<file path="src/rtl/uart_pkg.sv">
// Shared UART types and constants, used by the transmitter and the future receiver.
package uart_pkg;

  typedef enum logic [1:0] {
    IDLE  = 2'd0,
    START = 2'd1,
    DATA  = 2'd2,
    STOP  = 2'd3
  } uart_state_e;

  localparam int unsigned DEFAULT_CLKS_PER_BIT = 564;
  localparam int unsigned DEFAULT_DATA_WIDTH   = 8;
  localparam int unsigned DEFAULT_STOP_BITS    = 1;

  // Whole-frame duration in clk cycles: start bit, data bits, stop bits.
  function automatic int unsigned frame_cycles(input int unsigned data_width,
                                               input int unsigned clks_per_bit,
                                               input int unsigned stop_bits);
    return (1 + data_width + stop_bits) * clks_per_bit;
  endfunction

endpackage

</file>
<file path="src/rtl/uart_baud_tick.sv">
// Bit-period counter: counts 0..CLKS_PER_BIT-1, flags the last cycle of each bit.
module uart_baud_tick
  import uart_pkg::*;
#(
  parameter int unsigned CLKS_PER_BIT = DEFAULT_CLKS_PER_BIT,
  localparam int unsigned CW = $clog2(CLKS_PER_BIT)
) (
  input  logic          clk,
  input  logic          reset_n,
  input  logic          clear,
  output logic [CW-1:0] count,
  output logic          wrap_c
);

  assign wrap_c = (count == CW'(CLKS_PER_BIT - 1));

  always_ff @(posedge clk) begin
    if (!reset_n || clear || wrap_c) begin
      count <= '0;
    end else begin
      count <= count + CW'(1);
    end
  end

endmodule

</file>
<file path="src/rtl/uart_tx_fifo_reader.sv">
// UART transmitter that pops bytes from a FIFO and sends them as 8N1/8N2 frames on txd.
module uart_tx_fifo_reader
  import uart_pkg::*;
#(
  parameter int unsigned DATA_WIDTH   = DEFAULT_DATA_WIDTH,
  parameter int unsigned CLKS_PER_BIT = DEFAULT_CLKS_PER_BIT,
  parameter int unsigned STOP_BITS    = DEFAULT_STOP_BITS
) (
  input  logic                  clk,
  input  logic                  reset_n,
  input  logic                  enable,
  input  logic                  fifo_empty,
  input  logic [DATA_WIDTH-1:0] fifo_data,
  output logic                  fifo_pop,
  output logic                  txd,
  output logic                  busy,
  output logic                  tx_done
);

  localparam int unsigned CW = $clog2(CLKS_PER_BIT);
  localparam int unsigned IW = (DATA_WIDTH > 1) ? $clog2(DATA_WIDTH) : 1;

  localparam logic [1:0] S_IDLE  = IDLE;
  localparam logic [1:0] S_START = START;
  localparam logic [1:0] S_DATA  = DATA;
  localparam logic [1:0] S_STOP  = STOP;

  logic [1:0]            state_q, state_d;
  logic [DATA_WIDTH-1:0] shift_q, shift_d;
  logic [IW-1:0]         bit_idx_q, bit_idx_d;
  logic                  stop_idx_q, stop_idx_d;
  logic                  txd_d, pop_d, busy_d, done_d;

  logic          baud_clear_c, baud_wrap_c, pre_wrap_c;
  logic [CW-1:0] baud_count;
  logic          start_ok_c, last_stop_c, launch_c;

  // Counter is held at zero while idle so the first start-bit cycle is count 0.
  assign baud_clear_c = (state_q == S_IDLE);

  uart_baud_tick #(
    .CLKS_PER_BIT(CLKS_PER_BIT)
  ) u_baud (
    .clk     (clk),
    .reset_n (reset_n),
    .clear   (baud_clear_c),
    .count   (baud_count),
    .wrap_c  (baud_wrap_c)
  );

  assign pre_wrap_c  = (baud_count == CW'(CLKS_PER_BIT - 2));
  assign start_ok_c  = enable && !fifo_empty;
  assign last_stop_c = (stop_idx_q == 1'(STOP_BITS - 1));
  // A new frame starts from idle or directly out of the final stop cycle.
  assign launch_c    = start_ok_c &&
                       ((state_q == S_IDLE) ||
                        ((state_q == S_STOP) && last_stop_c && baud_wrap_c));

  always_comb begin
    state_d    = state_q;
    shift_d    = shift_q;
    bit_idx_d  = bit_idx_q;
    stop_idx_d = stop_idx_q;
    txd_d      = txd;
    pop_d      = 1'b0;
    busy_d     = busy;
    done_d     = 1'b0;

    unique case (state_q)
      S_IDLE: begin
        txd_d  = 1'b1;
        busy_d = 1'b0;
      end
      S_START: begin
        if (baud_wrap_c) begin
          state_d   = S_DATA;
          bit_idx_d = '0;
          txd_d     = shift_q[0];
        end
      end
      S_DATA: begin
        if (baud_wrap_c) begin
          if (bit_idx_q == IW'(DATA_WIDTH - 1)) begin
            state_d    = S_STOP;
            stop_idx_d = 1'b0;
            txd_d      = 1'b1;
          end else begin
            bit_idx_d = bit_idx_q + IW'(1);
            shift_d   = shift_q >> 1;
            txd_d     = shift_q[1];
          end
        end
      end
      S_STOP: begin
        // Registered pulse lands on the final stop cycle.
        done_d = last_stop_c && pre_wrap_c;
        if (baud_wrap_c) begin
          if (last_stop_c) begin
            state_d = S_IDLE;
            txd_d   = 1'b1;
            busy_d  = 1'b0;
          end else begin
            stop_idx_d = 1'b1;
          end
        end
      end
      default: begin
        state_d = S_IDLE;
        txd_d   = 1'b1;
        busy_d  = 1'b0;
      end
    endcase

    // Head word is latched on the same edge that issues the pop.
    if (launch_c) begin
      state_d   = S_START;
      shift_d   = fifo_data;
      bit_idx_d = '0;
      pop_d     = 1'b1;
      txd_d     = 1'b0;
      busy_d    = 1'b1;
    end
  end

  always_ff @(posedge clk) begin
    if (!reset_n) begin
      state_q    <= S_IDLE;
      shift_q    <= '0;
      bit_idx_q  <= '0;
      stop_idx_q <= 1'b0;
      txd        <= 1'b1;
      fifo_pop   <= 1'b0;
      busy       <= 1'b0;
      tx_done    <= 1'b0;
    end else begin
      state_q    <= state_d;
      shift_q    <= shift_d;
      bit_idx_q  <= bit_idx_d;
      stop_idx_q <= stop_idx_d;
      txd        <= txd_d;
      fifo_pop   <= pop_d;
      busy       <= busy_d;
      tx_done    <= done_d;
    end
  end

endmodule
</file>
<file path="config.mk">
export PLATFORM = sky130hd
export DESIGN_NAME = uart_tx_fifo_reader
export DESIGN_NICKNAME = d
export VERILOG_FILES = /design/src/rtl/uart_pkg.sv /design/src/rtl/uart_baud_tick.sv /design/src/rtl/uart_tx_fifo_reader.sv
export SDC_FILE = /design/constraint.sdc
export NUM_CORES = 1
export LEC_CHECK = 0
export ABC_AREA = 1
export CORE_ASPECT_RATIO = 1.25
export CORE_MARGIN = 3
export CORE_UTILIZATION = 38
export DETAILED_ROUTE_END_ITERATION = 7
export SLEW_MARGIN = 40
export SYNTH_ARGS = -nofsm -noshare
export SYNTH_HDL_FRONTEND = slang
export SYNTH_SLANG_ARGS = --single-unit
</file>
<file path="constraint.sdc">
create_clock -name clk -period 4.8 [get_ports clk]
set_input_delay 0.96 -clock clk [delete_from_list [all_inputs] [get_ports clk]]
set_output_delay 0.96 -clock clk [all_outputs]
set_load 0.005 [all_outputs]
</file>
# Word level (Yosys, flattened, before mapping)

Index checks and enable logic that the tools add are counted.

Flip-flop bits (word level): 28
Input bits: 12
Output and inout port bits: 4
Logic and storage cells: 91

Add/sub/neg operators: 2
Eq/ne operators: 18
Mux-type cells: 32
Bitwise gates (word level): 2
Reduce and logical (&&, ||, !) cells: 27

Operators with widths:

| operator                | count |
|---|---|
| $mux W8                 | 4 |
| $eq A10 B10 Y1 const B  | 2 |
| $mux W1                 | 15 |
| $ne A3 B3 Y1 const B    | 5 |
| $ne A2 B2 Y1 const B    | 7 |
| $reduce_and A4 Y1       | 3 |
| $reduce_and A6 Y1       | 2 |
| $add A10 B1 Y10 const B | 1 |
| $mux W2                 | 5 |
| $mux W3                 | 3 |
| $reduce_bool A2 Y1      | 4 |
| $pmux W2 S3             | 1 |
| $pmux W3 S2             | 1 |
| $reduce_and A3 Y1       | 2 |
| $reduce_bool A3 Y1      | 2 |
| $logic_and A1 B1 Y1     | 5 |
| $eq A2 B2 Y1 const B    | 2 |
| $pmux W1 S2             | 2 |
| $pmux W1 S4             | 1 |
| $reduce_bool A4 Y1      | 1 |
| $add A3 B1 Y3 const B   | 1 |
| $eq A3 B3 Y1 const B    | 1 |
| $logic_or A1 B1 Y1      | 3 |
| $eq A2 B1 Y1 const B    | 1 |
| other kinds (5)         | 7 |

# Logic depth before layout (Yosys ltp)

Gate-level depths: netlist of the first run.

Word-level depth: 7
Mapped depth: 10
Mapped depth without buffers: 10

# Modules after synthesis

A second synthesis of the first run with hierarchy kept.

Cell total of the unflattened synthesis: 196
Area total of the unflattened synthesis: 1397.6 um2

By module, submodules not included:

| module              | instances | cells each | area each (um2) | sequential area each (um2) |
|---|---|---|---|---|
| uart_tx_fifo_reader | 1         | 132        | 934.6           | 340.3 |
| uart_baud_tick      | 1         | 64         | 462.9           | 200.2 |

# Worst setup path after synthesis of the first run

OpenSTA, ideal clock, no wires.

Path kind: input-to-reg
Start: input port fifo_empty
End: register shift_q[1]
Setup time: 0.109 ns
Data arrival time: 1.722 ns
Required time: 4.691 ns
Setup slack: 2.969 ns
Stages on the path: 7
Buffers on the path: 1
Cells stage by stage: nor3b_2 -> nand2_4 -> buf_6 -> nand3_1 -> nand3_1 -> nand2_1 -> inv_1

Word-level cells in the longest chain between the ends: 5
Elaborated cells between the ends (all ways): 8
Classes of those cells: eq/ne: 1; mux: 1; reduce/logical: 6

Ends and longest elaborated chain:

| element                                                      | RTL line                   | text |
|---|---|---|
| start: declaration                                           | uart_tx_fifo_reader.sv:12  | `input logic fifo_empty,` |
| $logic_not A1 Y1 (*)                                         | uart_tx_fifo_reader.sv:52  | `assign start_ok_c = enable && !fifo_empty;` |
| $logic_and A1 B1 Y1 (*)                                      | uart_tx_fifo_reader.sv:52  |  |
| $logic_and A1 B1 Y1 (*)                                      | uart_tx_fifo_reader.sv:55  | `assign launch_c = start_ok_c &&` |
| $ne A2 B2 Y1 (no line) or $reduce_bool A2 Y1 (tied branches) | -                          |  |
| $reduce_and A3 Y1 (no line)                                  | -                          |  |
| end signal: assignment                                       | uart_tx_fifo_reader.sv:137 | `shift_q <= shift_d;` |
| end: declaration                                             | uart_tx_fifo_reader.sv:29  | `logic [DATA_WIDTH-1:0] shift_q, shift_d;` |

Every way passes the cells marked *; elsewhere a longest branch is shown, timed or not.
A chain may end at the register's enable or synchronous reset.

# Final worst setup path of the first run

Start: input port enable
End: register shift_q[6]

Word-level cells in the longest chain between the ends: 4
Elaborated cells between the ends (all ways): 7
Classes of those cells: eq/ne: 1; mux: 1; reduce/logical: 5

Ends and longest elaborated chain:

| element                                                      | RTL line                  | text |
|---|---|---|
| start: declaration                                           | uart_tx_fifo_reader.sv:11 | `input logic enable,` |
| $logic_and A1 B1 Y1 (*)                                      | uart_tx_fifo_reader.sv:52 |  |
| $logic_and A1 B1 Y1 (*)                                      | uart_tx_fifo_reader.sv:55 |  |
| $ne A2 B2 Y1 (no line) or $reduce_bool A2 Y1 (tied branches) | -                         |  |
| $reduce_and A3 Y1 (no line)                                  | -                         |  |

Marks and branches as above.

==> impl_metrics.json, run 1 <==
{
  "ys_types": 30,
  "p_seq_share_pct": 57.3,
  "path_class": "primary input to flip-flop",
  "synth_largest_area_cell": "dfxtp_1",
  "detail_route.first_pass.iterations": 4,
  "skew_ns": 0.00458,
  "async_flop_share_pct": 0,
  "clkSinkCount": 27,
  "yosysMostFrequentCell": "nand2_1",
  "period_share_pct": 46.1,
  "gp_congestion": 0.821,
  "avgSynthCellArea_um2": 7.51,
  "dieArea_um2": 4470,
  "setup_violations": 0,
  "grt_setup_unrepaired": "false",
  "endpoint_kind": "flip-flop",
  "ctsHoldBuffers": 0,
  "yosys-top-cells-count": "nand2_1 (47), nor2_1 (34), dfxtp_1 (27), inv_1 (17), nand3_1 (14)",
  "rr_endpoint": "shift_q[6]",
  "synth-edff-count": 0,
  "dp_hpwl_um": 2320,
  "cp_data_required_time_ns": 4.97,
  "ys_warn_count": 0,
  "ant_nets": 0,
  "core_area_um2": 3510,
  "synth_seq_cells": 27,
  "portBuffers": 15,
  "crit_arrival_ns": 2.39,
  "grt_use_met1_pct": 14.7,
  "drive_gt1_share_pct": 9.31,
  "critPathLaunchType": "primary input",
  "peakVddDrop_v": 0.000154,
  "hold_path_end": "shift_q[7]",
  "layout.nets": 226,
  "synthesis.area_um2": 1410,
  "die-height_um": 74.0,
  "pwr-share-comb_pct": 11.3,
  "cts_resized": 0,
  "antenna_found_initial": 0,
  "switching_share_pct": 24.3,
  "drt-vias-per-instance": 4.87,
  "ctsRootBufferMaster": "clkbuf_8",
  "finalHoldViolations": 0,
  "worstSkewPairLatency_ns": 0.27,
  "drc": 0,
  "grt_max_degree": 18,
  "min_delay_path_depth": 2,
  "cts_buffer_depth": 2,
  "grt_pass1_wl_um": 4720,
  "postSynthCellCount": 187,
  "worstHoldStart": "shift_q[7]",
  "fill_cells": 356,
  "synth-main-ff-cell": "dfxtp_1",
  "reg2reg_depth": 8,
  "cts_buffers": 3,
  "ios": 16,
  "fin_crit_ns": 2.21,
  "wl_per_cell_um": 11.7,
  "grt_util_met2_pct": 26.2,
  "max_slew_margin_pct": 74.8,
  "antennaDiodeCount": 0,
  "ys_seq_area_share_pct": 38.5,
  "status": "finished, final reports clean",
  "die_w_um": 60.4,
  "overflow": 0,
  "clock.fmax_mhz": 452,
  "internal-power_uw": 310,
  "synth_top_cell_area_share_pct": 38.5,
  "p_leak_nw": 0.692,
  "pwr-share-clk_pct": 31.4,
  "syn_to_final_growth_pct": 16.3,
  "r2r_start": "state_q[0]",
  "crit_fanout": 17,
  "cts.reportedPaths.clkPinSlew_ns": 0.09,
  "hold_path.class": "flip-flop to flip-flop",
  "gr-usage-all-layers_pct": 14.0,
  "worst-r2r-setup-slack_ns": 2.94,
  "fp-row-count": 24,
  "power.switching_uw": 99.6,
  "power_density_nw_per_um2": 251,
  "grt_pass1_vias": 1148,
  "drt-initial-drc-count": 22,
  "start_util_pct": 40.0,
  "cts_max_level": 1,
  "worstMarginPinSlew_ns": 0.376,
  "totalWireLength_um": 2850,
  "final_max_slew_viol_count": 0,
  "synth_nets": 208,
  "grt.met3_usage_pct": 2.26,
  "vias": 1183,
  "post-route-util_pct": 46.5,
  "fin_tns_setup_ns": 0,
  "post_cts.repair.setup_buffers": 0,
  "drv_cap": 0,
  "cts_tree": "yes",
  "top_usage_layer": "met2",
  "ys_top_cells_by_area": "dfxtp_1 (38%), nand2_1 (13%), nor2_1 (9.1%)"
}
==> per-layer routing <==
layer,wire (µm),vias up
met3,92,4
met1,1180,539
met5,0,-
met2,1530,16
met4,43,0
li1,-,624
==> power groups by stage <==
stage / registers, mW / clock network, mW / logic [mW]
3_3_place_gp: 0.240 / 0 / 0.0463
6_report: 0.235 / 0.129 / 0.0463
5_1_grt: 0.236 / 0.142 / 0.0517
2_1_floorplan: 0.239 / 0 / 0.0291
3_5_place_dp: 0.240 / 0 / 0.0466
4_1_cts: 0.235 / 0.135 / 0.0469
==> worst max-delay path by stage <==
| stage | startpoint | end | slack (ns) | cells after the start |
|---|---|---|---|---|
| 6_report | enable | shift_q[6] | 2.59 | 7 |
| 5_1_grt | enable | shift_q[6] | 2.44 | 7 |
| 4_1_cts | enable | shift_q[6] | 2.58 | 7 |
| 3_5_place_dp | enable | shift_q[6] | 2.30 | 7 |
| 3_3_place_gp | enable | shift_q[6] | 2.34 | 7 |
| 2_1_floorplan | fifo_empty | shift_q[1] | 2.97 | 7 |
==> critical path, stage by stage <==
cell	delay, ns
clkdlybuf4s50_1	0.46
nor3b_2	0.35
nand2_4	0.20
nand2_1	0.20
nor2_1	0.10
nand2_1	0.06
nand2_1	0.05
==> state kept, by name (all words and copies together) (netlist names) <==
name	count
txd	1
state_q	2
tx_done	1
bit_idx_q	3
u_baud.count	10
fifo_pop	1
shift_q	8
busy	1
==> layout by cell type, fill, tap and decap left out, types with 3 or more instances in the layout <==
cell type	netlist	routed
clkbuf_8	0	3
ha_1	9	9
nand2_1	47	47
clkdlybuf4s50_1	0	15
nor2_1	34	34
nor3b_2	3	3
nand3_1	14	14
a21oi_1	3	3
o21ai_0	4	4
dfxtp_1	27	27
nor3_1	3	3
inv_1	17	17
==> kinds of logic after synthesis <==
family | after synthesis | synth area share [%]
buffers and inverters | 21 | 6.23
and+or+nand+nor | 111 | 36.8
xor gates and xnor gates | 3 | 1.87
AOI/OAI and AO/OA | 16 | 8.64
DFF | 27 | 38.5
adders and majority gates | 9 | 8.01
==> per-stage QoR <==
step / worst slack (ns) / cell area (µm²) / cells / total power [mW] / hold WS [ns]
CTS: 2.58 / 1630 / 243 / 0.417 / 0.468
floorplan: 2.97 / 1410 / 187 / 0.268 / 0.419
finish: 2.59 / 1630 / 243 / 0.410 / 0.462
detailed placement: 2.30 / 1590 / 239 / 0.287 / 0.454
global route: 2.44 / 1630 / 243 / 0.430 / 0.483
global placement: 2.34 / 1590 / 239 / 0.286 / 0.434
==> cell type report <==
class	instances	area (µm²)	share of cell area, %
well taps	39	48.8	2.99
flip-flops and latches	27	541	33.1
clock buffers	3	41.3	2.53
clock inverters	1	5.00	0.306
inverters	19	71.3	4.36
multi-input cells	139	777	47.5
repair buffers	15	150	9.19
No activity file was read; power rests on OpenSTA's default activity.
==> inputs of run 2 (changes only) <==
==> constraint.sdc (replaced) <==
create_clock -name clk -period 2.18 [get_ports clk]
set_input_delay 0.436 -clock clk [delete_from_list [all_inputs] [get_ports clk]]
set_output_delay 0.436 -clock clk [all_outputs]
set_load 0.005 [all_outputs]
==> run 2 against run 1 <==
Flip-flop and latch count did not move. Register-to-register slack got worse by 2.5 ns. Die area did not move. Critical path depth rose by 1. Critical endpoint is now shift_q[7].
==> impl_metrics.json, run 2 (synthesis results as in run 1) <==
{
  "cp_data_required_time_ns": 2.36,
  "cts_buffer_depth": 2,
  "fin_tns_setup_ns": 0,
  "cp_cell_sequence": "ha_1 > nor2_1 > nor3b_2 > nand2_4 > nand2_1 > nor2_1 > nand2_1 > nand2_1",
  "reg_top3": "u_baud.count x10, shift_q x8, bit_idx_q x3",
  "start_util_pct": 40.0,
  "drc": 0,
  "critPathLaunchType": "flip-flop",
  "cts_max_level": 1,
  "detail_route.first_pass.iterations": 4,
  "die-height_um": 74.0,
  "drv_cap": 0,
  "hold_path_end": "shift_q[6]",
  "dieArea_um2": 4470,
  "r2r_start": "state_q[0]",
  "status": "finished, final reports clean",
  "power_density_nw_per_um2": 550,
  "critPathBufInv": 0,
  "cts_resized": 0,
  "hold_path.class": "flip-flop to flip-flop",
  "vias": 1181,
  "ios": 16,
  "p_total_uw": 906,
  "cts.reportedPaths.clkPinSlew_ns": 0.09,
  "peakVddDrop_v": 0.000311,
  "rr_endpoint": "shift_q[7]",
  "ctsRootBufferMaster": "clkbuf_8",
  "path_class": "flip-flop to flip-flop",
  "drt-initial-drc-count": 20,
  "slowest_delay_ns": 0.43,
  "cts_buffers": 3,
  "ctsHoldBuffers": 0,
  "final_max_slew_viol_count": 0,
  "worst-r2r-setup-slack_ns": 0.39,
  "fp-row-count": 24,
  "worstMarginPinSlew_ns": 0.398,
  "ant_nets": 0,
  "drive_gt1_share_pct": 9.71,
  "cp_top_family": "simple AND/OR/NAND/NOR gates",
  "syn_to_final_growth_pct": 17.3,
  "min_delay_path_depth": 2,
  "antennaDiodeCount": 0,
  "clock.fmax_mhz": 560,
  "crit_arrival_ns": 1.97,
  "gp_congestion": 0.800,
  "worstHoldStart": "shift_q[6]",
  "dp_hpwl_um": 2310,
  "drt-vias-per-instance": 4.82,
  "crit_fanout": 17,
  "grt_pass1_vias": 1217,
  "core_area_um2": 3510,
  "grt_setup_unrepaired": "false",
  "largest-register": "u_baud.count",
  "grt_max_degree": 18,
  "post_cts.repair.setup_buffers": 0,
  "cts_tree": "yes",
  "layout.nets": 228,
  "period_share_pct": 82.0,
  "wl_per_cell_um": 11.8,
  "gr-usage-all-layers_pct": 15.0,
  "skew_ns": 0.00137,
  "reg2reg_depth": 8,
  "setup_violations": 0,
  "totalWireLength_um": 2890,
  "clkSinkCount": 27,
  "overflow": 0,
  "endpoint_kind": "flip-flop",
  "worst_path_most_repeated_cell": "nand2_1",
  "grt_pass1_wl_um": 5080,
  "slowest_stage": "dfxtp_1",
  "fin_crit_ns": 1.79,
  "largest_reg_flops": 10,
  "final_common_cell": "nand2_1",
  "mostFrequentLayoutCells": "nand2_1 (47), nor2_1 (34), dfxtp_1 (27)",
  "antenna_found_initial": 0,
  "p_leak_nw": 0.698,
  "die_w_um": 60.4,
  "max_slew_margin_pct": 73.5,
  "portBuffers": 15,
  "worstSkewPairLatency_ns": 0.27,
  "finalHoldViolations": 0
}
-- run 2: cell count changes in the layout (fill, tap and decap cells not counted) --
cell      change
buf_4         +2
clkbuf_1      +1
clkinv_2      -1
-- run 2: routing by layer --
layer / vias to the layer above / GRT usage, % / wire [µm]
li1: 633 / - / -
met1: 521 / 15.8 / 1230
met2: 19 / 27.6 / 1490
met3: 8 / 3.13 / 112
met4: 0 / 7.14 / 69
met5: - / 0 / 0
-- run 2: worst max-delay path by stage --
stage                     startpoint          to  depth (start not counted)
after floorplan           state_q[0]  shift_q[1]                          9
after global placement        enable  shift_q[6]                          7
after detailed placement  fifo_empty  shift_q[7]                          7
after CTS                 state_q[0]  shift_q[7]                          8
after global routing      state_q[0]  shift_q[7]                          8
final                     state_q[0]  shift_q[7]                          8
-- run 2: layout make-up --
type	count	area, µm²
Clock buffer	4	45.0
Timing Repair Buffer	17	165
Sequential cell	27	541
Inverter	19	71.3
Tap cell	39	48.8
Multi-Input combinational cell	139	777
Fill cell	356	1870
-- run 2: through the flow --
stage,utilization [%],hold WS (ns),setup WS (ns),std cells,cell area (µm²)
final,46.9,0.457,0.393,245,1650
after global routing,46.9,0.493,0.168,245,1650
after CTS,46.9,0.461,0.372,245,1650
after detailed placement,45.6,0.444,0.244,241,1600
after global placement,45.6,0.432,0.283,241,1600
after floorplan,-,0.419,0.665,187,1410
-- run 2: worst min-delay path, stage by stage (launching register included) --
cell and delay [ns]:
dfxtp_1 0.32, nand2_1 0.06, nand2_1 0.05
-- run 2: where the power goes --
part           internal [mW]  switching [mW]  total [mW]
clock network          0.131           0.153       0.284
registers              0.507         0.00968       0.517
logic                 0.0513          0.0538       0.105
